[config.mk]
export PLATFORM = sky130hd
export DESIGN_NAME = sram_axi_bridge_ot_flat
export DESIGN_NICKNAME = d
export VERILOG_FILES = /design/src/rtl/sram_axi_bridge_ot_pkg.sv /design/src/rtl/sram_axi_bridge_ot_if.sv /design/src/rtl/sram_axi_bridge_ot_counter.sv /design/src/rtl/sram_axi_bridge_ot.sv /design/src/flat_wrapper.sv
export SDC_FILE = /design/constraint.sdc
export NUM_CORES = 1
export LEC_CHECK = 0
export CAP_MARGIN = 5
export CELL_PAD_IN_SITES_DETAIL_PLACEMENT = 1
export CELL_PAD_IN_SITES_GLOBAL_PLACEMENT = 2
export CORE_ASPECT_RATIO = 0.7
export CORE_MARGIN = 2
export CORE_UTILIZATION = 23
export DETAILED_ROUTE_END_ITERATION = 8
export PLACE_DENSITY_LB_ADDON = 0.1
export SYNTH_ARGS = -nofsm -noshare
export SYNTH_HDL_FRONTEND = slang
export SYNTH_SLANG_ARGS = --single-unit
[constraint.sdc]
create_clock -name clk -period 12 [get_ports clk]
set_clock_uncertainty 0.05 [all_clocks]
set_input_delay 1.2 -clock clk [delete_from_list [all_inputs] [get_ports clk]]
set_output_delay 1.2 -clock clk [all_outputs]
set_load 0.01 [all_outputs]
[src/rtl/sram_axi_bridge_ot_pkg.sv]
// Shared constants for the SRAM-like to AXI bridge: AXI IDs, fixed AXI attribute fields
// and the size-to-axsize mapping.
package sram_axi_bridge_ot_pkg;

    localparam logic [3:0] ID_INST    = 4'd0;
    localparam logic [3:0] ID_DATA    = 4'd1;
    localparam logic [3:0] ID_WR      = 4'd1;
    localparam logic [1:0] BURST_INCR = 2'b01;
    localparam logic [7:0] AXI_LEN    = 8'd0;
    localparam logic [1:0] AXI_LOCK   = 2'b00;
    localparam logic [3:0] AXI_CACHE  = 4'b0000;
    localparam logic [2:0] AXI_PROT   = 3'b000;

    typedef struct packed {
        logic [3:0] id;
        logic [2:0] size;
    } ax_attr_t;

    function automatic logic [2:0] size_to_axsize(input logic [1:0] size);
        return {1'b0, size};
    endfunction

endpackage

[src/rtl/sram_axi_bridge_ot_if.sv]
// Bundles for the SRAM-like request ports and the single-beat AXI master port.
// master = the side that issues requests, slave = the side that answers them.
interface sram_axi_bridge_ot_sram_if #(parameter int ADDR_W = 32, parameter int DATA_W = 32);
    logic                  req;
    logic                  wr;
    logic [1:0]            size;
    logic [DATA_W/8-1:0]   wstrb;
    logic [ADDR_W-1:0]     addr;
    logic [DATA_W-1:0]     wdata;
    logic                  addr_ok;
    logic                  data_ok;
    logic [DATA_W-1:0]     rdata;

    modport master (output req, wr, size, wstrb, addr, wdata, input addr_ok, data_ok, rdata);
    modport slave  (input req, wr, size, wstrb, addr, wdata, output addr_ok, data_ok, rdata);
endinterface

interface sram_axi_bridge_ot_axi_if #(parameter int ADDR_W = 32, parameter int DATA_W = 32);
    logic [3:0]          arid;
    logic [ADDR_W-1:0]   araddr;
    logic [7:0]          arlen;
    logic [2:0]          arsize;
    logic [1:0]          arburst;
    logic [1:0]          arlock;
    logic [3:0]          arcache;
    logic [2:0]          arprot;
    logic                arvalid;
    logic                arready;
    logic [3:0]          rid;
    logic [DATA_W-1:0]   rdata;
    logic [1:0]          rresp;
    logic                rlast;
    logic                rvalid;
    logic                rready;
    logic [3:0]          awid;
    logic [ADDR_W-1:0]   awaddr;
    logic [7:0]          awlen;
    logic [2:0]          awsize;
    logic [1:0]          awburst;
    logic [1:0]          awlock;
    logic [3:0]          awcache;
    logic [2:0]          awprot;
    logic                awvalid;
    logic                awready;
    logic [3:0]          wid;
    logic [DATA_W-1:0]   wdata;
    logic [DATA_W/8-1:0] wstrb;
    logic                wlast;
    logic                wvalid;
    logic                wready;
    logic [3:0]          bid;
    logic [1:0]          bresp;
    logic                bvalid;
    logic                bready;

    modport master (
        output arid, araddr, arlen, arsize, arburst, arlock, arcache, arprot, arvalid,
        input  arready,
        input  rid, rdata, rresp, rlast, rvalid,
        output rready,
        output awid, awaddr, awlen, awsize, awburst, awlock, awcache, awprot, awvalid,
        input  awready,
        output wid, wdata, wstrb, wlast, wvalid,
        input  wready,
        input  bid, bresp, bvalid,
        output bready
    );
    modport slave (
        input  arid, araddr, arlen, arsize, arburst, arlock, arcache, arprot, arvalid,
        output arready,
        output rid, rdata, rresp, rlast, rvalid,
        input  rready,
        input  awid, awaddr, awlen, awsize, awburst, awlock, awcache, awprot, awvalid,
        output awready,
        input  wid, wdata, wstrb, wlast, wvalid,
        output wready,
        output bid, bresp, bvalid,
        input  bready
    );
endinterface

[src/rtl/sram_axi_bridge_ot_counter.sv]
// Outstanding-transaction counter, 0..MAX: +1 on i_inc, -1 on i_dec, unchanged when both.
// A decrement at zero is dropped so a stray response cannot wrap the count.
module ot_counter #(
    parameter int MAX = 2
) (
    input  logic clk,
    input  logic reset,
    input  logic i_inc,
    input  logic i_dec,
    output logic o_full,
    output logic o_zero
);
    localparam int CNT_W = $clog2(MAX + 1);

    logic [CNT_W-1:0] r_cnt;
    logic             w_dec;

    assign w_dec  = i_dec & ~o_zero;
    assign o_full = (r_cnt == CNT_W'(MAX));
    assign o_zero = (r_cnt == '0);

    always_ff @(posedge clk or posedge reset) begin
        if (reset) begin
            r_cnt <= '0;
        end else if (i_inc && !w_dec) begin
            r_cnt <= r_cnt + CNT_W'(1);
        end else if (!i_inc && w_dec) begin
            r_cnt <= r_cnt - CNT_W'(1);
        end
    end

endmodule

[src/rtl/sram_axi_bridge_ot.sv]
// Bridges the IF and EX/MEM SRAM-like ports onto one AXI master with per-port outstanding reads.
// addr_ok is combinational from state; data_ok arrives one cycle after the R/B beat; rready/bready are always high.
module sram_axi_bridge_ot
    import sram_axi_bridge_ot_pkg::*;
#(
    parameter int RD_OT  = 2,
    parameter int WR_OT  = 2,
    parameter int ADDR_W = 32,
    parameter int DATA_W = 32
) (
    input  logic                      clk,
    input  logic                      reset,
    sram_axi_bridge_ot_sram_if.slave  inst_sram,
    sram_axi_bridge_ot_sram_if.slave  data_sram,
    sram_axi_bridge_ot_axi_if.master  axi
);

    logic                r_ar_vld;
    ax_attr_t            r_ar_attr;
    logic [ADDR_W-1:0]   r_ar_addr;
    logic                r_aw_pend;
    logic                r_w_pend;
    logic [ADDR_W-1:0]   r_aw_addr;
    logic [2:0]          r_aw_size;
    logic [DATA_W/8-1:0] r_wstrb;
    logic [DATA_W-1:0]   r_wdata;
    logic                r_i_data_ok;
    logic                r_d_data_ok;
    logic [DATA_W-1:0]   r_rdata;

    logic w_ar_free;
    logic w_rd_i_full, w_rd_i_zero, w_rd_d_full, w_rd_d_zero, w_wr_full, w_wr_zero;
    logic w_d_rd_ok, w_d_wr_ok, w_i_rd_ok;
    logic w_d_rd_acc, w_d_wr_acc, w_i_rd_acc;
    logic w_r_inst, w_r_data;

    // The slot may be reloaded in the same cycle its previous request is taken by the slave.
    assign w_ar_free  = ~r_ar_vld | axi.arready;

    // Data reads and writes never overlap, which keeps data_ok in request order on the data port.
    assign w_d_rd_ok  = w_ar_free & ~w_rd_d_full & w_wr_zero;
    assign w_d_wr_ok  = ~r_aw_pend & ~r_w_pend & ~w_wr_full & w_rd_d_zero;
    assign w_d_rd_acc = data_sram.req & ~data_sram.wr & w_d_rd_ok;
    assign w_d_wr_acc = data_sram.req &  data_sram.wr & w_d_wr_ok;
    assign w_i_rd_ok  = w_ar_free & ~w_rd_i_full & ~w_d_rd_acc;
    assign w_i_rd_acc = inst_sram.req & w_i_rd_ok;

    assign w_r_inst   = axi.rvalid & (axi.rid == ID_INST);
    assign w_r_data   = axi.rvalid & (axi.rid == ID_DATA);

    assign inst_sram.addr_ok = w_i_rd_ok;
    assign data_sram.addr_ok = data_sram.wr ? w_d_wr_ok : w_d_rd_ok;
    assign inst_sram.data_ok = r_i_data_ok;
    assign data_sram.data_ok = r_d_data_ok;
    assign inst_sram.rdata   = r_rdata;
    assign data_sram.rdata   = r_rdata;

    ot_counter #(.MAX(RD_OT)) u_rd_i_cnt (
        .clk(clk), .reset(reset), .i_inc(w_i_rd_acc), .i_dec(w_r_inst),
        .o_full(w_rd_i_full), .o_zero(w_rd_i_zero)
    );
    ot_counter #(.MAX(RD_OT)) u_rd_d_cnt (
        .clk(clk), .reset(reset), .i_inc(w_d_rd_acc), .i_dec(w_r_data),
        .o_full(w_rd_d_full), .o_zero(w_rd_d_zero)
    );
    ot_counter #(.MAX(WR_OT)) u_wr_cnt (
        .clk(clk), .reset(reset), .i_inc(w_d_wr_acc), .i_dec(axi.bvalid),
        .o_full(w_wr_full), .o_zero(w_wr_zero)
    );

    always_ff @(posedge clk or posedge reset) begin
        if (reset) begin
            r_ar_vld  <= 1'b0;
            r_ar_attr <= '0;
            r_ar_addr <= '0;
        end else if (w_d_rd_acc) begin
            r_ar_vld  <= 1'b1;
            r_ar_attr <= '{id: ID_DATA, size: size_to_axsize(data_sram.size)};
            r_ar_addr <= data_sram.addr;
        end else if (w_i_rd_acc) begin
            r_ar_vld  <= 1'b1;
            r_ar_attr <= '{id: ID_INST, size: size_to_axsize(inst_sram.size)};
            r_ar_addr <= inst_sram.addr;
        end else if (axi.arready) begin
            r_ar_vld  <= 1'b0;
        end
    end

    always_ff @(posedge clk or posedge reset) begin
        if (reset) begin
            r_aw_pend <= 1'b0;
            r_w_pend  <= 1'b0;
            r_aw_addr <= '0;
            r_aw_size <= '0;
            r_wstrb   <= '0;
            r_wdata   <= '0;
        end else if (w_d_wr_acc) begin
            r_aw_pend <= 1'b1;
            r_w_pend  <= 1'b1;
            r_aw_addr <= data_sram.addr;
            r_aw_size <= size_to_axsize(data_sram.size);
            r_wstrb   <= data_sram.wstrb;
            r_wdata   <= data_sram.wdata;
        end else begin
            if (axi.awready) r_aw_pend <= 1'b0;
            if (axi.wready)  r_w_pend  <= 1'b0;
        end
    end

    always_ff @(posedge clk or posedge reset) begin
        if (reset) begin
            r_i_data_ok <= 1'b0;
            r_d_data_ok <= 1'b0;
            r_rdata     <= '0;
        end else begin
            r_i_data_ok <= w_r_inst;
            r_d_data_ok <= w_r_data | axi.bvalid;
            if (axi.rvalid) r_rdata <= axi.rdata;
        end
    end

    assign axi.arid    = r_ar_attr.id;
    assign axi.araddr  = r_ar_addr;
    assign axi.arlen   = AXI_LEN;
    assign axi.arsize  = r_ar_attr.size;
    assign axi.arburst = BURST_INCR;
    assign axi.arlock  = AXI_LOCK;
    assign axi.arcache = AXI_CACHE;
    assign axi.arprot  = AXI_PROT;
    assign axi.arvalid = r_ar_vld;
    assign axi.rready  = ~reset;

    assign axi.awid    = ID_WR;
    assign axi.awaddr  = r_aw_addr;
    assign axi.awlen   = AXI_LEN;
    assign axi.awsize  = r_aw_size;
    assign axi.awburst = BURST_INCR;
    assign axi.awlock  = AXI_LOCK;
    assign axi.awcache = AXI_CACHE;
    assign axi.awprot  = AXI_PROT;
    assign axi.awvalid = r_aw_pend;
    assign axi.wid     = ID_WR;
    assign axi.wdata   = r_wdata;
    assign axi.wstrb   = r_wstrb;
    assign axi.wlast   = 1'b1;
    assign axi.wvalid  = r_w_pend;
    assign axi.bready  = ~reset;

    logic w_unused_ok;
    assign w_unused_ok = ^{inst_sram.wr, inst_sram.wstrb, inst_sram.wdata, axi.rresp, axi.rlast,
                           axi.bid, axi.bresp, w_rd_i_zero};

endmodule

[src/flat_wrapper.sv]
// flat-port wrapper written by rule: the top's interface ports become plain ports
module sram_axi_bridge_ot_flat import sram_axi_bridge_ot_pkg::*;
#(
    parameter int RD_OT  = 2,
    parameter int WR_OT  = 2,
    parameter int ADDR_W = 32,
    parameter int DATA_W = 32
)
  (clk, reset, inst_sram_req, inst_sram_wr, inst_sram_size, inst_sram_wstrb, inst_sram_addr, inst_sram_wdata, inst_sram_addr_ok, inst_sram_data_ok, inst_sram_rdata, data_sram_req, data_sram_wr, data_sram_size, data_sram_wstrb, data_sram_addr, data_sram_wdata, data_sram_addr_ok, data_sram_data_ok, data_sram_rdata, axi_arid, axi_araddr, axi_arlen, axi_arsize, axi_arburst, axi_arlock, axi_arcache, axi_arprot, axi_arvalid, axi_arready, axi_rid, axi_rdata, axi_rresp, axi_rlast, axi_rvalid, axi_rready, axi_awid, axi_awaddr, axi_awlen, axi_awsize, axi_awburst, axi_awlock, axi_awcache, axi_awprot, axi_awvalid, axi_awready, axi_wid, axi_wdata, axi_wstrb, axi_wlast, axi_wvalid, axi_wready, axi_bid, axi_bresp, axi_bvalid, axi_bready);
  sram_axi_bridge_ot_sram_if #(.ADDR_W(ADDR_W), .DATA_W(DATA_W)) inst_sram_i ();
  sram_axi_bridge_ot_sram_if #(.ADDR_W(ADDR_W), .DATA_W(DATA_W)) data_sram_i ();
  sram_axi_bridge_ot_axi_if #(.ADDR_W(ADDR_W), .DATA_W(DATA_W)) axi_i ();
  input  logic clk;
  input  logic reset;
  input wire logic [$bits(inst_sram_i.req)-1:0] inst_sram_req;
  input wire logic [$bits(inst_sram_i.wr)-1:0] inst_sram_wr;
  input wire logic [$bits(inst_sram_i.size)-1:0] inst_sram_size;
  input wire logic [$bits(inst_sram_i.wstrb)-1:0] inst_sram_wstrb;
  input wire logic [$bits(inst_sram_i.addr)-1:0] inst_sram_addr;
  input wire logic [$bits(inst_sram_i.wdata)-1:0] inst_sram_wdata;
  output wire logic [$bits(inst_sram_i.addr_ok)-1:0] inst_sram_addr_ok;
  output wire logic [$bits(inst_sram_i.data_ok)-1:0] inst_sram_data_ok;
  output wire logic [$bits(inst_sram_i.rdata)-1:0] inst_sram_rdata;
  input wire logic [$bits(data_sram_i.req)-1:0] data_sram_req;
  input wire logic [$bits(data_sram_i.wr)-1:0] data_sram_wr;
  input wire logic [$bits(data_sram_i.size)-1:0] data_sram_size;
  input wire logic [$bits(data_sram_i.wstrb)-1:0] data_sram_wstrb;
  input wire logic [$bits(data_sram_i.addr)-1:0] data_sram_addr;
  input wire logic [$bits(data_sram_i.wdata)-1:0] data_sram_wdata;
  output wire logic [$bits(data_sram_i.addr_ok)-1:0] data_sram_addr_ok;
  output wire logic [$bits(data_sram_i.data_ok)-1:0] data_sram_data_ok;
  output wire logic [$bits(data_sram_i.rdata)-1:0] data_sram_rdata;
  output wire logic [$bits(axi_i.arid)-1:0] axi_arid;
  output wire logic [$bits(axi_i.araddr)-1:0] axi_araddr;
  output wire logic [$bits(axi_i.arlen)-1:0] axi_arlen;
  output wire logic [$bits(axi_i.arsize)-1:0] axi_arsize;
  output wire logic [$bits(axi_i.arburst)-1:0] axi_arburst;
  output wire logic [$bits(axi_i.arlock)-1:0] axi_arlock;
  output wire logic [$bits(axi_i.arcache)-1:0] axi_arcache;
  output wire logic [$bits(axi_i.arprot)-1:0] axi_arprot;
  output wire logic [$bits(axi_i.arvalid)-1:0] axi_arvalid;
  input wire logic [$bits(axi_i.arready)-1:0] axi_arready;
  input wire logic [$bits(axi_i.rid)-1:0] axi_rid;
  input wire logic [$bits(axi_i.rdata)-1:0] axi_rdata;
  input wire logic [$bits(axi_i.rresp)-1:0] axi_rresp;
  input wire logic [$bits(axi_i.rlast)-1:0] axi_rlast;
  input wire logic [$bits(axi_i.rvalid)-1:0] axi_rvalid;
  output wire logic [$bits(axi_i.rready)-1:0] axi_rready;
  output wire logic [$bits(axi_i.awid)-1:0] axi_awid;
  output wire logic [$bits(axi_i.awaddr)-1:0] axi_awaddr;
  output wire logic [$bits(axi_i.awlen)-1:0] axi_awlen;
  output wire logic [$bits(axi_i.awsize)-1:0] axi_awsize;
  output wire logic [$bits(axi_i.awburst)-1:0] axi_awburst;
  output wire logic [$bits(axi_i.awlock)-1:0] axi_awlock;
  output wire logic [$bits(axi_i.awcache)-1:0] axi_awcache;
  output wire logic [$bits(axi_i.awprot)-1:0] axi_awprot;
  output wire logic [$bits(axi_i.awvalid)-1:0] axi_awvalid;
  input wire logic [$bits(axi_i.awready)-1:0] axi_awready;
  output wire logic [$bits(axi_i.wid)-1:0] axi_wid;
  output wire logic [$bits(axi_i.wdata)-1:0] axi_wdata;
  output wire logic [$bits(axi_i.wstrb)-1:0] axi_wstrb;
  output wire logic [$bits(axi_i.wlast)-1:0] axi_wlast;
  output wire logic [$bits(axi_i.wvalid)-1:0] axi_wvalid;
  input wire logic [$bits(axi_i.wready)-1:0] axi_wready;
  input wire logic [$bits(axi_i.bid)-1:0] axi_bid;
  input wire logic [$bits(axi_i.bresp)-1:0] axi_bresp;
  input wire logic [$bits(axi_i.bvalid)-1:0] axi_bvalid;
  output wire logic [$bits(axi_i.bready)-1:0] axi_bready;
  assign inst_sram_i.req = inst_sram_req;
  assign inst_sram_i.wr = inst_sram_wr;
  assign inst_sram_i.size = inst_sram_size;
  assign inst_sram_i.wstrb = inst_sram_wstrb;
  assign inst_sram_i.addr = inst_sram_addr;
  assign inst_sram_i.wdata = inst_sram_wdata;
  assign inst_sram_addr_ok = inst_sram_i.addr_ok;
  assign inst_sram_data_ok = inst_sram_i.data_ok;
  assign inst_sram_rdata = inst_sram_i.rdata;
  assign data_sram_i.req = data_sram_req;
  assign data_sram_i.wr = data_sram_wr;
  assign data_sram_i.size = data_sram_size;
  assign data_sram_i.wstrb = data_sram_wstrb;
  assign data_sram_i.addr = data_sram_addr;
  assign data_sram_i.wdata = data_sram_wdata;
  assign data_sram_addr_ok = data_sram_i.addr_ok;
  assign data_sram_data_ok = data_sram_i.data_ok;
  assign data_sram_rdata = data_sram_i.rdata;
  assign axi_arid = axi_i.arid;
  assign axi_araddr = axi_i.araddr;
  assign axi_arlen = axi_i.arlen;
  assign axi_arsize = axi_i.arsize;
  assign axi_arburst = axi_i.arburst;
  assign axi_arlock = axi_i.arlock;
  assign axi_arcache = axi_i.arcache;
  assign axi_arprot = axi_i.arprot;
  assign axi_arvalid = axi_i.arvalid;
  assign axi_i.arready = axi_arready;
  assign axi_i.rid = axi_rid;
  assign axi_i.rdata = axi_rdata;
  assign axi_i.rresp = axi_rresp;
  assign axi_i.rlast = axi_rlast;
  assign axi_i.rvalid = axi_rvalid;
  assign axi_rready = axi_i.rready;
  assign axi_awid = axi_i.awid;
  assign axi_awaddr = axi_i.awaddr;
  assign axi_awlen = axi_i.awlen;
  assign axi_awsize = axi_i.awsize;
  assign axi_awburst = axi_i.awburst;
  assign axi_awlock = axi_i.awlock;
  assign axi_awcache = axi_i.awcache;
  assign axi_awprot = axi_i.awprot;
  assign axi_awvalid = axi_i.awvalid;
  assign axi_i.awready = axi_awready;
  assign axi_wid = axi_i.wid;
  assign axi_wdata = axi_i.wdata;
  assign axi_wstrb = axi_i.wstrb;
  assign axi_wlast = axi_i.wlast;
  assign axi_wvalid = axi_i.wvalid;
  assign axi_i.wready = axi_wready;
  assign axi_i.bid = axi_bid;
  assign axi_i.bresp = axi_bresp;
  assign axi_i.bvalid = axi_bvalid;
  assign axi_bready = axi_i.bready;
  sram_axi_bridge_ot #(.RD_OT(RD_OT), .WR_OT(WR_OT), .ADDR_W(ADDR_W), .DATA_W(DATA_W)) u_core (.clk(clk), .reset(reset), .inst_sram(inst_sram_i), .data_sram(data_sram_i), .axi(axi_i));
endmodule
Word level (Yosys, flattened, before mapping) --
Cells that the tools add are included.
Word-level totals: input port bits 196, bits in registers 152, output and inout bits 230, logic and storage cells 98
Operators by class: multiplexer cells 18, eq/ne operators 4, $add $sub $neg 6, bitwise logic cells 31, reduce and logical (&&, ||, !) cells 23
Operators by type and width (number):
- two-way mux 32 bit | 2
- AND 1 bit | 17
- two-way mux 7 bit | 2
- two-way mux 2 bit | 6
- inverter 1 bit | 12
- nonzero test 2 bit | 6
- two-way mux 1 bit | 8
- adder 2 x 1 -> 2 bit, second input constant | 3
- == test 2 bit, second input constant | 3
- logical AND 1 bit | 6
- zero test 1 bit | 6
- zero test 2 bit | 3
- subtractor 2 x 1 -> 2 bit, second input constant | 3
- == test 4 x 1 -> 1 bit, second input constant | 1
- zero test 4 bit | 1
- nonzero test 3 bit | 1
- OR 1 bit | 2

Longest topological paths before layout --
Gate-level depths: netlist (run 1).
depth in word-level cells 12, depth in mapped cells 9, mapped depth without buffers 8

Modules after synthesis --
A second synthesis (run 1) with hierarchy kept.
Second synthesis, totals: cells, all modules 570, area total of the unflattened synthesis 7388.3 um^2
Modules (own cells, without submodules):
- sram_axi_bridge_ot | instances 1, seq. area each 3553.4 um^2, cells an instance 537, area an instance 7046.8 um^2
- ot_counter | instances 3, seq. area each 50.0 um^2, cells an instance 11, area an instance 113.9 um^2

Worst setup path before layout (run 1) --
No wires, ideal clock.
kind input -> output, from input reset, to output axi_rready, slack 5.972 ns, stages 2, data arrival time 4.778 ns, cell sequence inv_1 -> buf_4
Between the ends: longest elaborated chain between the ends 1
Ends and longest elaborated chain:
- start, declared | line flat_wrapper.sv:14 | input logic reset;
- inverter 1 bit | line sram_axi_bridge_ot.sv:131 | assign axi.rready = ~reset;
- end, declared | line flat_wrapper.sv:48 | output wire logic [$bits(axi_i.rready)-1:0] axi_rready;
No other way between the ends.

Worst setup path after layout (run 1) --
from input axi_arready, to output inst_sram_addr_ok
Between the ends: longest elaborated chain between the ends 6, elaborated cells between the ends (all ways) 7, classes of those cells bitwise (7)
Ends and longest elaborated chain:
- start, declared | line flat_wrapper.sv:42 | input wire logic [$bits(axi_i.arready)-1:0] axi_arready;
- OR 1 bit (*) | line sram_axi_bridge_ot.sv:38 | assign w_ar_free = ~r_ar_vld | axi.arready;
- AND 1 bit (2 in a row) | line sram_axi_bridge_ot.sv:41 | assign w_d_rd_ok = w_ar_free & ~w_rd_d_full & w_wr_zero;
- AND 1 bit | line sram_axi_bridge_ot.sv:43 | assign w_d_rd_acc = data_sram.req & ~data_sram.wr & w_d_rd_ok;
- inverter 1 bit | line sram_axi_bridge_ot.sv:45 | assign w_i_rd_ok = w_ar_free & ~w_rd_i_full & ~w_d_rd_acc;
- AND 1 bit (*) | line sram_axi_bridge_ot.sv:45
- end, declared | line flat_wrapper.sv:21 | output wire logic [$bits(inst_sram_i.addr_ok)-1:0] inst_sram_addr_ok;
Mark *: on every way between the ends. The rest lies on a longest branch, timed or not.

==> impl_metrics.prom, run 1 <==
# TYPE chip_impl_metric gauge
chip_impl_info{name="run_status",value="finished clean"} 1
chip_impl_metric{name="globalRoute.totalOverflow",unit=""} 0
chip_impl_metric{name="wl_met1",unit="microns"} 9350
chip_impl_metric{name="via_count_of_the_first_global_routing_pass",unit=""} 5444
chip_impl_metric{name="cts_num_sinks",unit=""} 148
chip_impl_metric{name="timing.critical_path.slowest_cell_delay",unit="ns"} 0.63
chip_impl_metric{name="worst_slew_pin_slew",unit="ns"} 1.02
chip_impl_metric{name="placed_cell_area",unit="sq um"} 10000
chip_impl_metric{name="route.detailed.wl_per_inst",unit="microns"} 18.5
chip_impl_metric{name="synth.yosys.seq_area_share",unit=""} 0.538
chip_impl_metric{name="port_buffers",unit=""} 327
chip_impl_info{name="critical_path.startpoint_type",value="input port"} 1
chip_impl_metric{name="synthesis.yosys.warnings",unit=""} 0
chip_impl_metric{name="design.final.nets",unit=""} 1036
chip_impl_metric{name="drt-initial-drc-count",unit=""} 143
chip_impl_metric{name="synth_cells",unit=""} 546
chip_impl_metric{name="cts_repair_resize_count",unit=""} 0
chip_impl_metric{name="htree_num_levels",unit=""} 4
chip_impl_metric{name="global_route.usage.total",unit=""} 0.144
chip_impl_metric{name="power.internal",unit="uW"} 1680
chip_impl_metric{name="core",unit="sq um"} 29100
chip_impl_info{name="cts_root_buf",value="sky130_fd_sc_hd__clkbuf_16"} 1
chip_impl_metric{name="die_w",unit="microns"} 211
chip_impl_metric{name="share_of_the_synthesized_area_in_compound_gates_ao_oa_aoi_oai",unit=""} 0.0387
chip_impl_metric{name="power.share.sequential",unit=""} 0.340
chip_impl_metric{name="detailed_place_hpwl",unit="microns"} 16700
chip_impl_metric{name="num_rows",unit=""} 52
chip_impl_metric{name="switching_power",unit="uW"} 772
chip_impl_metric{name="cts_inserted_buffers",unit=""} 17
chip_impl_info{name="cts_tree",value="yes"} 1
chip_impl_metric{name="max_cap_violations",unit=""} 0
chip_impl_metric{name="ant_nets",unit=""} 0
chip_impl_metric{name="clk_path_buf_depth",unit=""} 2
chip_impl_metric{name="switching_power_as_a_share_of_total_power",unit=""} 0.314
chip_impl_metric{name="vdd_drop_max",unit="mV"} 0.0859
chip_impl_metric{name="post_synth_num_cell_types",unit=""} 26
chip_impl_metric{name="finalHoldViolations",unit=""} 0
chip_impl_metric{name="synth_xor_area_frac",unit=""} 0.0115
chip_impl_metric{name="clkTransAtPathRegs",unit="ns"} 0.07
chip_impl_metric{name="ios",unit=""} 426
chip_impl_metric{name="die_area",unit="sq um"} 31400
chip_impl_metric{name="critPathArrivalTime",unit="ns"} 3.43
chip_impl_metric{name="final_worst_path_period_share",unit=""} 0.390
chip_impl_metric{name="layout-drive-gt1-share",unit=""} 0.169
chip_impl_metric{name="finalWorstPathRequiredPeriod",unit="ns"} 4.68
chip_impl_metric{name="dieHeight",unit="microns"} 149
chip_impl_metric{name="power_density",unit="nW/um^2"} 231
chip_impl_metric{name="routed-wl-met3",unit="microns"} 2160
chip_impl_metric{name="dpl_worst_slack",unit="ns"} 7.31
chip_impl_metric{name="met2_length",unit="microns"} 11000
chip_impl_metric{name="synthAdderAreaFrac",unit=""} 0.00545
chip_impl_metric{name="routed_via_density",unit=""} 4.03
chip_impl_metric{name="num_antenna_cells",unit=""} 0
chip_impl_metric{name="final_max_slew_viol_count",unit=""} 0
chip_impl_metric{name="drt-total-wl",unit="microns"} 22700
chip_impl_metric{name="synth_simple_gate_area_frac",unit=""} 0.0734
chip_impl_info{name="critical_path.top_delay_family",value="buffers and inverters"} 1
chip_impl_metric{name="post-cts-setup-buffers",unit=""} 0
chip_impl_metric{name="route.vias.total",unit=""} 4954
chip_impl_metric{name="initial_antenna_violation_count",unit=""} 1
chip_impl_metric{name="setup_viol_count_final",unit=""} 0
chip_impl_metric{name="avg_synthesized_cell_area",unit="sq um"} 12.6
chip_impl_info{name="dominant_combinational_cell_family_by_area_after_synthesis",value="multiplexers"} 1
chip_impl_info{name="cp_slowest_cell",value="sky130_fd_sc_hd__buf_4"} 1
chip_impl_metric{name="finalWeightedCongestion",unit=""} 0.760
chip_impl_metric{name="postLayoutSetupSlackWorst",unit="ns"} 7.32
chip_impl_metric{name="worst_slew_margin",unit=""} 0.310
chip_impl_metric{name="path_max_fanout",unit=""} 72
chip_impl_info{name="critPathKind",value="in -> out"} 1
chip_impl_metric{name="timing.setup.tns",unit="ns"} 0
chip_impl_metric{name="detailedRoute.firstPassIterationCount",unit=""} 4
chip_impl_info{name="crit_top_cell",value="sky130_fd_sc_hd__clkdlybuf4s50_1"} 1
chip_impl_metric{name="largest_net_degree_at_the_start_of_global_routing",unit=""} 73
chip_impl_info{name="crit_path_cell_trace",value="clkdlybuf4s50_1, nand2b_1, nand4_1, buf_4, and3_1, clkdlybuf4s50_1"} 1
chip_impl_metric{name="drc",unit=""} 0
chip_impl_metric{name="area_delta_synth_final",unit="%"} 54.5
chip_impl_info{name="highest-signal-layer",value="met4"} 1
chip_impl_metric{name="crit_buf_inv",unit=""} 3
chip_impl_metric{name="postSynthRegisterBits",unit=""} 148
chip_impl_info{name="hold_crit_class",value="reg -> reg"} 1
chip_impl_metric{name="final_cell_area",unit="sq um"} 10600
chip_impl_metric{name="cp_data_required_time",unit="ns"} 10.75
chip_impl_metric{name="synthMuxAreaShare",unit=""} 0.203
chip_impl_metric{name="achievable-frequency",unit="GHz"} 0.214
chip_impl_info{name="grt_setup_unrepaired",value="false"} 1
chip_impl_metric{name="clock_latency",unit="ns"} 0.43
chip_impl_metric{name="syn_area",unit="sq um"} 6880
chip_impl_metric{name="initial_core_util",unit=""} 0.236
chip_impl_metric{name="grt_pass1_wl",unit="microns"} 33800
chip_impl_metric{name="p_clk_frac",unit=""} 0.233
chip_impl_metric{name="postCtsHoldBufs",unit=""} 0
chip_impl_metric{name="power.combinational.fraction",unit=""} 0.427
chip_impl_metric{name="power_leakage",unit="uW"} 0.00458
chip_impl_info{name="endpoint_kind",value="output port"} 1
[cells in the final DEF, fill, tap and decap left out]
cell and n:
sky130_fd_sc_hd__a31oi_1 34, sky130_fd_sc_hd__clkinv_4 2, sky130_fd_sc_hd__a21oi_2 1, sky130_fd_sc_hd__inv_6 5
sky130_fd_sc_hd__and3_4 1, sky130_fd_sc_hd__clkbuf_16 17, sky130_fd_sc_hd__inv_1 4, sky130_fd_sc_hd__xnor2_1 3
sky130_fd_sc_hd__clkdlybuf4s50_1 327, sky130_fd_sc_hd__clkbuf_8 2, sky130_fd_sc_hd__mux2_4 67, sky130_fd_sc_hd__nor4b_1 1
sky130_fd_sc_hd__nand3_1 2, sky130_fd_sc_hd__ha_1 3, sky130_fd_sc_hd__dfrtp_1 148, sky130_fd_sc_hd__nand2_1 71
sky130_fd_sc_hd__xor2_1 6, sky130_fd_sc_hd__nand3_2 1, sky130_fd_sc_hd__conb_1 52, sky130_fd_sc_hd__bufinv_16 3
sky130_fd_sc_hd__nand4_1 1, sky130_fd_sc_hd__clkinvlp_4 4, sky130_fd_sc_hd__or4_1 1, sky130_fd_sc_hd__o21ai_0 3
sky130_fd_sc_hd__nand2b_1 3, sky130_fd_sc_hd__o211ai_1 1, sky130_fd_sc_hd__a21o_1 3, sky130_fd_sc_hd__buf_4 6
sky130_fd_sc_hd__nor2_1 39, sky130_fd_sc_hd__nor2b_1 2, sky130_fd_sc_hd__mux2_2 35, sky130_fd_sc_hd__and3_1 2
[final timing paths]
path	startpoint	end	slack, ns	cells after the start
min	u_core.axi.arid[0]	u_core.axi.arid[0]	0.43	2
max reg2reg	u_core.u_rd_d_cnt.r_cnt[0]	u_core.u_wr_cnt.r_cnt[1]	8.64	8
max in group asynchronous	reset	u_core.data_sram.rdata[0]	8.99	4
min in group asynchronous	reset	u_core.data_sram.rdata[21]	1.17	2
min reg2reg	u_core.axi.arid[0]	u_core.axi.arid[0]	0.43	2
max	axi_arready	inst_sram_addr_ok	7.32	6
[stage by stage]
step                utilization  hold WS [ns]  instances  total power, uW
global placement          0.343         0.414       1196             1890
global route              0.365         0.472       1228             2600
floorplan                     -         0.409        596             1340
finish                    0.365         0.434       1228             2460
CTS                       0.365         0.435       1228             2510
detailed placement        0.343         0.418       1196             1910
[tightest hold or removal path, cell delays in order, from the launching register on]
cell	delay [ns]
sky130_fd_sc_hd__dfrtp_1	0.34
sky130_fd_sc_hd__nand2_1	0.05
sky130_fd_sc_hd__nand2_1	0.06
[sequential cells by signal, summed over array words and instances (netlist names)]
| signal | count |
|---|---|
| u_core.axi.araddr | 32 |
| u_core.u_rd_d_cnt.r_cnt | 2 |
| u_core.u_rd_i_cnt.r_cnt | 2 |
| u_core.inst_sram.data_ok | 1 |
| u_core.data_sram.rdata | 32 |
| u_core.axi.wvalid | 1 |
| u_core.u_wr_cnt.r_cnt | 2 |
| u_core.axi.awvalid | 1 |
| u_core.axi.awsize | 2 |
| u_core.axi.wdata | 32 |
| u_core.axi.arsize | 2 |
| u_core.axi.arid | 1 |
| u_core.axi.wstrb | 4 |
| u_core.axi.awaddr | 32 |
| u_core.axi.arvalid | 1 |
| u_core.data_sram.data_ok | 1 |
[cells by family after synthesis]
kind of cell / after synthesis
flip-flops: 148
AND/OR/NAND/NOR: 124
buffers and inverters: 116
multiplexers: 102
AO/OA/AOI/OAI: 42
XOR/XNOR: 9
adder cells (fa/ha/maj): 3
other: 2
[cell type report]
| class | count | area, sq um |
|---|---|---|
| fill | 3155 | 18500 |
| sequential | 148 | 3700 |
| timing repair buffer | 333 | 3320 |
| multi-input combinational | 332 | 2490 |
| tap | 378 | 473 |
| clock buffer | 19 | 453 |
| clock inverter | 13 | 173 |
| inverter | 5 | 23.8 |
[synth_stat cells]
cell type,instances,area share
sky130_fd_sc_hd__and3_1,2,0.0018
sky130_fd_sc_hd__xnor2_1,3,0.0038
sky130_fd_sc_hd__clkbuf_1,18,0.0098
sky130_fd_sc_hd__or4_1,1,0.0011
sky130_fd_sc_hd__inv_1,5,0.0027
sky130_fd_sc_hd__and3_4,1,0.0016
sky130_fd_sc_hd__mux2_4,67,0.15
sky130_fd_sc_hd__a21o_1,3,0.0033
sky130_fd_sc_hd__mux2_2,35,0.057
sky130_fd_sc_hd__nand2_1,71,0.039
sky130_fd_sc_hd__nand2b_1,3,0.0027
sky130_fd_sc_hd__o211ai_1,1,0.0011
sky130_fd_sc_hd__xor2_1,6,0.0076
sky130_fd_sc_hd__buf_4,85,0.093
sky130_fd_sc_hd__conb_1,2,0.0011
sky130_fd_sc_hd__nor2b_1,2,0.0018
sky130_fd_sc_hd__a31oi_1,34,0.031
sky130_fd_sc_hd__nor2_1,39,0.021
sky130_fd_sc_hd__o21ai_0,3,0.0022
sky130_fd_sc_hd__nand3_1,3,0.0022
sky130_fd_sc_hd__buf_12,8,0.023
sky130_fd_sc_hd__dfrtp_1,148,0.54
sky130_fd_sc_hd__nor4b_1,1,0.0013
sky130_fd_sc_hd__ha_1,3,0.0055
sky130_fd_sc_hd__a21oi_2,1,0.0013
sky130_fd_sc_hd__nand4_1,1,0.00091
[routing by layer]
layer	vias up	global-route usage
met5	-	0
met4	0	0.0405
met3	15	0.0655
met2	184	0.237
met1	2481	0.171
li1	2274	-
[power groups by stage]
stage | logic (uW) | registers [uW] | clock network [uW]
6_report | 1050 | 835 | 573
5_1_grt | 1120 | 865 | 617
3_5_place_dp | 1070 | 840 | 0
2_1_floorplan | 430 | 913 | 0
4_1_cts | 1070 | 838 | 597
3_3_place_gp | 1060 | 829 | 0
(Power assumes the default switching activity.)
==> run 2, diff against run 1 <==
CORE_UTILIZATION = 22   (was 23)
clock period = 4.8 ns   (was 12 ns; I/O delays follow)
==> run 2 against run 1 <==
Effect of this change:
- cell area rose by 0.41%
- critical path depth decreased by 1
- critical path type is now reg -> reg
- cell count grew 3.5%
- sequential power rose to 2.5 times the previous value
- global-route usage decreased by 0.054 points
- worst hold slack got worse by 0.067 ns
- utilization down 2.0 points
==> impl_metrics.prom, run 2 (synthesized netlist as in run 1, its figures left out) <==
# TYPE chip_impl_metric gauge
chip_impl_metric{name="path_max_fanout",unit=""} 46
chip_impl_metric{name="htree_num_levels",unit=""} 4
chip_impl_metric{name="post-place-cells",unit=""} 1240
chip_impl_metric{name="layout-drive-gt1-share",unit=""} 0.168
chip_impl_metric{name="area_delta_synth_final",unit="%"} 55.1
chip_impl_info{name="cp_slowest_cell",value="sky130_fd_sc_hd__and3_4"} 1
chip_impl_metric{name="final_max_slew_viol_count",unit=""} 0
chip_impl_metric{name="route.detailed.wl_per_inst",unit="microns"} 18.2
chip_impl_metric{name="die_area",unit="sq um"} 32700
chip_impl_metric{name="timing.critical_path.slowest_cell_delay",unit="ns"} 0.85
chip_impl_info{name="worstReg2RegEnd",value="u_core.axi.awaddr[11]"} 1
chip_impl_info{name="endpoint_kind",value="flip-flop"} 1
chip_impl_metric{name="cp_data_required_time",unit="ns"} 5.07
chip_impl_info{name="crit_path_cell_trace",value="or4_1, a21oi_2, and3_4, buf_4, mux2_4"} 1
chip_impl_metric{name="drc",unit=""} 0
chip_impl_metric{name="placed_cell_area",unit="sq um"} 10100
chip_impl_metric{name="finalWeightedCongestion",unit=""} 0.787
chip_impl_metric{name="num_antenna_cells",unit=""} 0
chip_impl_metric{name="globalRoute.totalOverflow",unit=""} 0
chip_impl_metric{name="via_count_of_the_first_global_routing_pass",unit=""} 5476
chip_impl_info{name="critical_path.startpoint_type",value="flip-flop"} 1
chip_impl_metric{name="finalWorstPathRequiredPeriod",unit="ns"} 2.96
chip_impl_metric{name="die_w",unit="microns"} 215
chip_impl_metric{name="final_worst_path_period_share",unit=""} 0.616
chip_impl_info{name="cts_root_buf",value="sky130_fd_sc_hd__clkbuf_16"} 1
chip_impl_metric{name="global_route.usage.total",unit=""} 0.144
chip_impl_info{name="layout.cells.most_common_list",value="sky130_fd_sc_hd__clkdlybuf4s50_1, sky130_fd_sc_hd__dfrtp_1, sky130_fd_sc_hd__nand2_1, sky130_fd_sc_hd__mux2_4, sky130_fd_sc_hd__conb_1"} 1
chip_impl_metric{name="initial_core_util",unit=""} 0.222
chip_impl_metric{name="cts_num_sinks",unit=""} 148
chip_impl_metric{name="port_buffers",unit=""} 327
chip_impl_metric{name="final_cell_area",unit="sq um"} 10700
chip_impl_metric{name="timing.setup.tns",unit="ns"} 0
chip_impl_metric{name="drt-total-wl",unit="microns"} 23100
chip_impl_metric{name="route.vias.total",unit=""} 4992
chip_impl_metric{name="detailedRoute.firstPassIterationCount",unit=""} 4
chip_impl_info{name="critPathKind",value="reg -> reg"} 1
chip_impl_metric{name="design.final.nets",unit=""} 1038
chip_impl_metric{name="cts_inserted_buffers",unit=""} 17
chip_impl_metric{name="detailed_place_hpwl",unit="microns"} 16700
chip_impl_metric{name="power_leakage",unit="uW"} 0.00459
chip_impl_metric{name="ios",unit=""} 426
chip_impl_metric{name="post-cts-setup-buffers",unit=""} 0
chip_impl_info{name="critical_path.top_delay_family",value="simple AND/OR/NAND/NOR gates"} 1
chip_impl_metric{name="core",unit="sq um"} 30900
chip_impl_metric{name="dieHeight",unit="microns"} 152
chip_impl_metric{name="core_occupancy_in_the_finished_layout",unit=""} 0.345
chip_impl_metric{name="crit_buf_inv",unit=""} 1
chip_impl_metric{name="worstRegToRegCells",unit=""} 5
chip_impl_info{name="grt_setup_unrepaired",value="false"} 1
chip_impl_metric{name="num_rows",unit=""} 54
chip_impl_info{name="hold_crit_class",value="in -> async"} 1
chip_impl_metric{name="setup_viol_count_final",unit=""} 0
chip_impl_metric{name="worst_slew_margin",unit=""} 0.349
chip_impl_metric{name="clk_path_buf_depth",unit=""} 2
chip_impl_info{name="mostFrequentLayoutCell",value="sky130_fd_sc_hd__clkdlybuf4s50_1"} 1
chip_impl_metric{name="finalNonFillerCells",unit=""} 1271
chip_impl_metric{name="largest_net_degree_at_the_start_of_global_routing",unit=""} 72
chip_impl_metric{name="postCtsHoldBufs",unit=""} 0
chip_impl_metric{name="ant_nets",unit=""} 0
chip_impl_metric{name="initial_antenna_violation_count",unit=""} 0
chip_impl_info{name="critical_path.reg2reg.startpoint",value="u_core.u_rd_d_cnt.r_cnt[0]"} 1
chip_impl_metric{name="routed-wl-met3",unit="microns"} 2100
chip_impl_metric{name="worst_slew_pin_slew",unit="ns"} 0.977
chip_impl_metric{name="vdd_drop_max",unit="mV"} 0.210
chip_impl_metric{name="wl_met1",unit="microns"} 10100
chip_impl_metric{name="clock_latency",unit="ns"} 0.43
chip_impl_info{name="cts_tree",value="yes"} 1
chip_impl_metric{name="critPathArrivalTime",unit="ns"} 3.22
chip_impl_metric{name="setup.reg_to_reg.worst_slack",unit="ns"} 1.84
chip_impl_metric{name="fill_cells",unit=""} 3421
chip_impl_metric{name="met2_length",unit="microns"} 10700
chip_impl_metric{name="clkTransAtPathRegs",unit="ns"} 0.06
chip_impl_metric{name="finalHoldViolations",unit=""} 0
chip_impl_metric{name="power_density",unit="nW/um^2"} 573
chip_impl_metric{name="cts_repair_resize_count",unit=""} 0
chip_impl_metric{name="grt_pass1_wl",unit="microns"} 35500
chip_impl_metric{name="max_cap_violations",unit=""} 0
chip_impl_metric{name="achievable-frequency",unit="GHz"} 0.338
chip_impl_info{name="run_status",value="finished clean"} 1
chip_impl_metric{name="drt-initial-drc-count",unit=""} 178
chip_impl_metric{name="crit_cells",unit=""} 5
chip_impl_metric{name="routed_via_density",unit=""} 3.93
chip_impl_info{name="highest-signal-layer",value="met4"} 1
[run 2: worst max-delay path by stage]
stage	startpoint	to	slack (ns)
6_report	u_core.u_rd_d_cnt.r_cnt[0]	u_core.axi.awaddr[11]	1.84
5_1_grt	u_core.u_rd_d_cnt.r_cnt[0]	u_core.axi.awaddr[17]	1.66
4_1_cts	u_core.u_rd_d_cnt.r_cnt[0]	u_core.axi.wdata[16]	1.79
3_5_place_dp	axi_rvalid	u_core.u_rd_i_cnt.r_cnt[1]	1.61
3_3_place_gp	axi_rvalid	u_core.u_rd_i_cnt.r_cnt[1]	1.68
2_1_floorplan	reset	u_core.axi.araddr[0]	0.19
[run 2: routing by layer]
metal	up-vias	global-route usage
met5	-	0
met4	0	0.0355
met3	15	0.0679
met2	189	0.223
met1	2509	0.181
li1	2279	-
[run 2: cell type report]
cell class,instances,area [sq um],area share
clock buffers,22,474,0.0444
inverters,5,23.8,0.00223
clock inverters,9,128,0.0120
flip-flops and latches,148,3700,0.347
well taps,420,526,0.0492
multi-input cells,332,2490,0.233
repair buffers,335,3330,0.312
[run 2: through the flow]
step                total power (uW)  worst slack [ns]  hold slack, ns
floorplan                       3360             0.193           0.409
global placement                4720              1.68           0.414
detailed placement              4780              1.61           0.418
CTS                             6240              1.79           0.349
global route                    6510              1.66           0.364
finish                          6120              1.84           0.367
[run 2: power by group]
part           internal, uW  leakage (uW)  switching (uW)
registers              1760       0.00178             327
logic                  1600       0.00252            1040
clock network           853      0.000288             544
total                  4210       0.00459            1910
==> run 3, diff against run 2 <==
CORE_UTILIZATION = 20   (was 22)
clock period = 2.4 ns   (was 4.8 ns; I/O delays follow)
==> run 3 against run 2 <==
Effect of this change:
- setup slack got worse by 1.7 ns
- non-clock buffer count increased by 3
- worst hold slack worse by 0.32 ns
- cell area is 1.1% higher
- critical endpoint is now u_core.axi.awaddr[20]
- largest power group unchanged
- via count decreased by 1.1%
- largest cell class unchanged
==> impl_metrics.prom, run 3 (synthesized netlist as in run 1, its figures left out) <==
# TYPE chip_impl_metric gauge
chip_impl_info{name="run_status",value="finished clean"} 1
chip_impl_metric{name="power.combinational.fraction",unit=""} 0.434
chip_impl_metric{name="power.internal",unit="uW"} 8300
chip_impl_metric{name="cts_inserted_buffers",unit=""} 17
chip_impl_metric{name="worst_slew_margin",unit=""} 0.532
chip_impl_metric{name="setup.reg_to_reg.worst_slack",unit="ns"} 0.11
chip_impl_metric{name="core",unit="sq um"} 33700
chip_impl_metric{name="global_route.usage.total",unit=""} 0.133
chip_impl_metric{name="ios",unit=""} 426
chip_impl_metric{name="num_rows",unit=""} 56
chip_impl_metric{name="power_density",unit="nW/um^2"} 1130
chip_impl_metric{name="drc",unit=""} 0
chip_impl_metric{name="area_delta_synth_final",unit="%"} 56.9
chip_impl_metric{name="routed_via_density",unit=""} 3.74
chip_impl_metric{name="clk_path_buf_depth",unit=""} 2
chip_impl_metric{name="finalWeightedCongestion",unit=""} 0.738
chip_impl_metric{name="die_area",unit="sq um"} 35900
chip_impl_metric{name="grt_pass1_wl",unit="microns"} 35700
chip_impl_info{name="cts_tree",value="yes"} 1
chip_impl_metric{name="drt-initial-drc-count",unit=""} 186
chip_impl_metric{name="drt-total-wl",unit="microns"} 23300
chip_impl_metric{name="route.vias.total",unit=""} 4937
chip_impl_metric{name="power_leakage",unit="uW"} 0.00461
chip_impl_info{name="cp_slowest_cell",value="sky130_fd_sc_hd__or4_1"} 1
chip_impl_metric{name="postLayoutSetupSlackWorst",unit="ns"} 0.115
chip_impl_info{name="critPathKind",value="reg -> reg"} 1
chip_impl_metric{name="finalWorstPathRequiredPeriod",unit="ns"} 2.29
chip_impl_metric{name="path_max_fanout",unit=""} 44
chip_impl_metric{name="max_cap_violations",unit=""} 0
chip_impl_info{name="endpoint_kind",value="flip-flop"} 1
chip_impl_metric{name="final_worst_path_period_share",unit=""} 0.952
chip_impl_metric{name="final_max_slew_viol_count",unit=""} 0
chip_impl_metric{name="holdWs",unit="ns"} 0.0485
chip_impl_info{name="cts_root_buf",value="sky130_fd_sc_hd__clkbuf_16"} 1
chip_impl_metric{name="setup_viol_count_final",unit=""} 0
chip_impl_info{name="crit_path_cell_trace",value="or4_1, a21oi_2, and3_4, buf_12, mux2_4"} 1
chip_impl_metric{name="power.share.sequential",unit=""} 0.341
chip_impl_metric{name="route.detailed.wl_per_inst",unit="microns"} 17.6
chip_impl_metric{name="achievable-frequency",unit="GHz"} 0.438
chip_impl_metric{name="detailed_place_hpwl",unit="microns"} 17100
chip_impl_metric{name="die_w",unit="microns"} 226
chip_impl_metric{name="critPathArrivalTime",unit="ns"} 2.55
chip_impl_metric{name="ant_nets",unit=""} 0
chip_impl_metric{name="htree_num_levels",unit=""} 4
chip_impl_metric{name="clock_latency",unit="ns"} 0.44
chip_impl_metric{name="final_cell_area",unit="sq um"} 10800
chip_impl_metric{name="dpl_worst_slack",unit="ns"} -0.0686
chip_impl_info{name="grt_setup_unrepaired",value="false"} 1
chip_impl_metric{name="vdd_drop_max",unit="mV"} 0.450
chip_impl_metric{name="fill_cells",unit=""} 3696
chip_impl_metric{name="clkTransAtPathRegs",unit="ns"} 0.06
chip_impl_info{name="layout.cells.most_common_list",value="sky130_fd_sc_hd__clkdlybuf4s50_1, sky130_fd_sc_hd__dfrtp_1, sky130_fd_sc_hd__nand2_1, sky130_fd_sc_hd__mux2_4, sky130_fd_sc_hd__conb_1"} 1
chip_impl_metric{name="post-place-cells",unit=""} 1286
chip_impl_metric{name="switching_power",unit="uW"} 3910
chip_impl_metric{name="cp_data_required_time",unit="ns"} 2.67
chip_impl_info{name="worstReg2RegEnd",value="u_core.axi.awaddr[20]"} 1
chip_impl_metric{name="initial_antenna_violation_count",unit=""} 1
chip_impl_metric{name="layout-drive-gt1-share",unit=""} 0.174
chip_impl_metric{name="dieHeight",unit="microns"} 159
chip_impl_info{name="hold_crit_class",value="in -> async"} 1
chip_impl_metric{name="via_count_of_the_first_global_routing_pass",unit=""} 5575
chip_impl_metric{name="p_clk_frac",unit=""} 0.225
chip_impl_metric{name="globalRoute.totalOverflow",unit=""} 0
chip_impl_metric{name="switching_power_as_a_share_of_total_power",unit=""} 0.320
chip_impl_info{name="mostFrequentLayoutCell",value="sky130_fd_sc_hd__clkdlybuf4s50_1"} 1
chip_impl_metric{name="worst_slew_pin_slew",unit="ns"} 0.703
chip_impl_metric{name="finalNonFillerCells",unit=""} 1320
chip_impl_info{name="critical_path.startpoint_type",value="flip-flop"} 1
chip_impl_metric{name="finalHoldViolations",unit=""} 0
chip_impl_metric{name="port_buffers",unit=""} 327
chip_impl_metric{name="timing.critical_path.slowest_cell_delay",unit="ns"} 0.55
chip_impl_metric{name="cts_num_sinks",unit=""} 148
chip_impl_metric{name="design.final.nets",unit=""} 1041
chip_impl_info{name="critical_path.reg2reg.startpoint",value="u_core.u_rd_d_cnt.r_cnt[0]"} 1
chip_impl_metric{name="placed_cell_area",unit="sq um"} 10200
chip_impl_metric{name="initial_core_util",unit=""} 0.204
chip_impl_metric{name="largest_net_degree_at_the_start_of_global_routing",unit=""} 124
chip_impl_metric{name="worstRegToRegCells",unit=""} 5
chip_impl_metric{name="detailedRoute.firstPassIterationCount",unit=""} 4
[run 3: changes by cell type in the layout (fill, tap and decap cells not counted), moves of 2 or more]
cell                         delta
sky130_fd_sc_hd__buf_12         +4
sky130_fd_sc_hd__clkbuf_8       -3
sky130_fd_sc_hd__inv_6          +3
sky130_fd_sc_hd__clkbuf_1       -2
sky130_fd_sc_hd__clkinv_2       -2
sky130_fd_sc_hd__clkinv_4       +2
sky130_fd_sc_hd__clkinvlp_4     +2
sky130_fd_sc_hd__inv_8          +2
[run 3: through the flow]
step / power, uW / util / setup TNS (ns)
6_report: 12200 / 0.320 / 0
5_1_grt: 13000 / 0.320 / 0
4_1_cts: 12500 / 0.320 / 0
3_5_place_dp: 9600 / 0.302 / -0.0686
3_3_place_gp: 9500 / 0.302 / -0.0687
2_1_floorplan: 6720 / - / -0.754
[run 3: final cells by class]
| cell class | count | area, sq um | share of cell area |
|---|---|---|---|
| Antenna cell | 1 | 2.50 | 0.000232 |
| Timing Repair Buffer | 338 | 3410 | 0.315 |
| Multi-Input combinational cell | 332 | 2490 | 0.230 |
| Clock inverter | 15 | 170 | 0.0158 |
| Sequential cell | 148 | 3700 | 0.343 |
| Inverter | 5 | 22.5 | 0.00209 |
| Tap cell | 464 | 581 | 0.0538 |
| Clock buffer | 17 | 425 | 0.0394 |
[run 3: worst max path at each step]
stage	start	endpoint	slack, ns	depth (start not counted)
2_1_floorplan	reset	axi_rready	-0.75	2
3_3_place_gp	axi_rvalid	u_core.u_rd_i_cnt.r_cnt[1]	-0.07	9
3_5_place_dp	axi_rvalid	u_core.u_rd_i_cnt.r_cnt[1]	-0.07	8
4_1_cts	u_core.u_rd_d_cnt.r_cnt[0]	data_sram_addr_ok	0.03	5
5_1_grt	u_core.u_rd_d_cnt.r_cnt[0]	data_sram_addr_ok	0.003	5
6_report	u_core.u_rd_d_cnt.r_cnt[0]	u_core.axi.awaddr[20]	0.11	5
[run 3: timing repair]
action / 4_1_cts / 5_1_grt
hold endpoints to repair: 0 / 0
hold buffers: 0 / 0
buffers inserted: 1 / 0
gates resized for setup: 1 / 1
endpoints found under the setup margin: 2 / 1
pin swaps: 1 / 0
[run 3: critical path: cells and delay by family, from the launching register on]
family / cells / cell delay, ns
flops: 1 / 0.43
simple gates: 2 / 0.80
buf+inv: 1 / 0.30
compound gates: 1 / 0.16
mux: 1 / 0.34
[run 3: power groups by stage]
stage	sequential, uW	clock, uW	combinational (uW)
2_1_floorplan	4560	0	2150
3_3_place_gp	4160	0	5340
3_5_place_dp	4210	0	5390
4_1_cts	4190	2890	5420
5_1_grt	4320	3020	5690
6_report	4170	2750	5290
[run 3: metal layers]
layer,up-vias,global-route usage,share of wire
met5,-,0,0
met4,0,0.0343,0.0094
met3,16,0.0626,0.096
met2,178,0.209,0.47
met1,2454,0.163,0.43
li1,2289,-,-
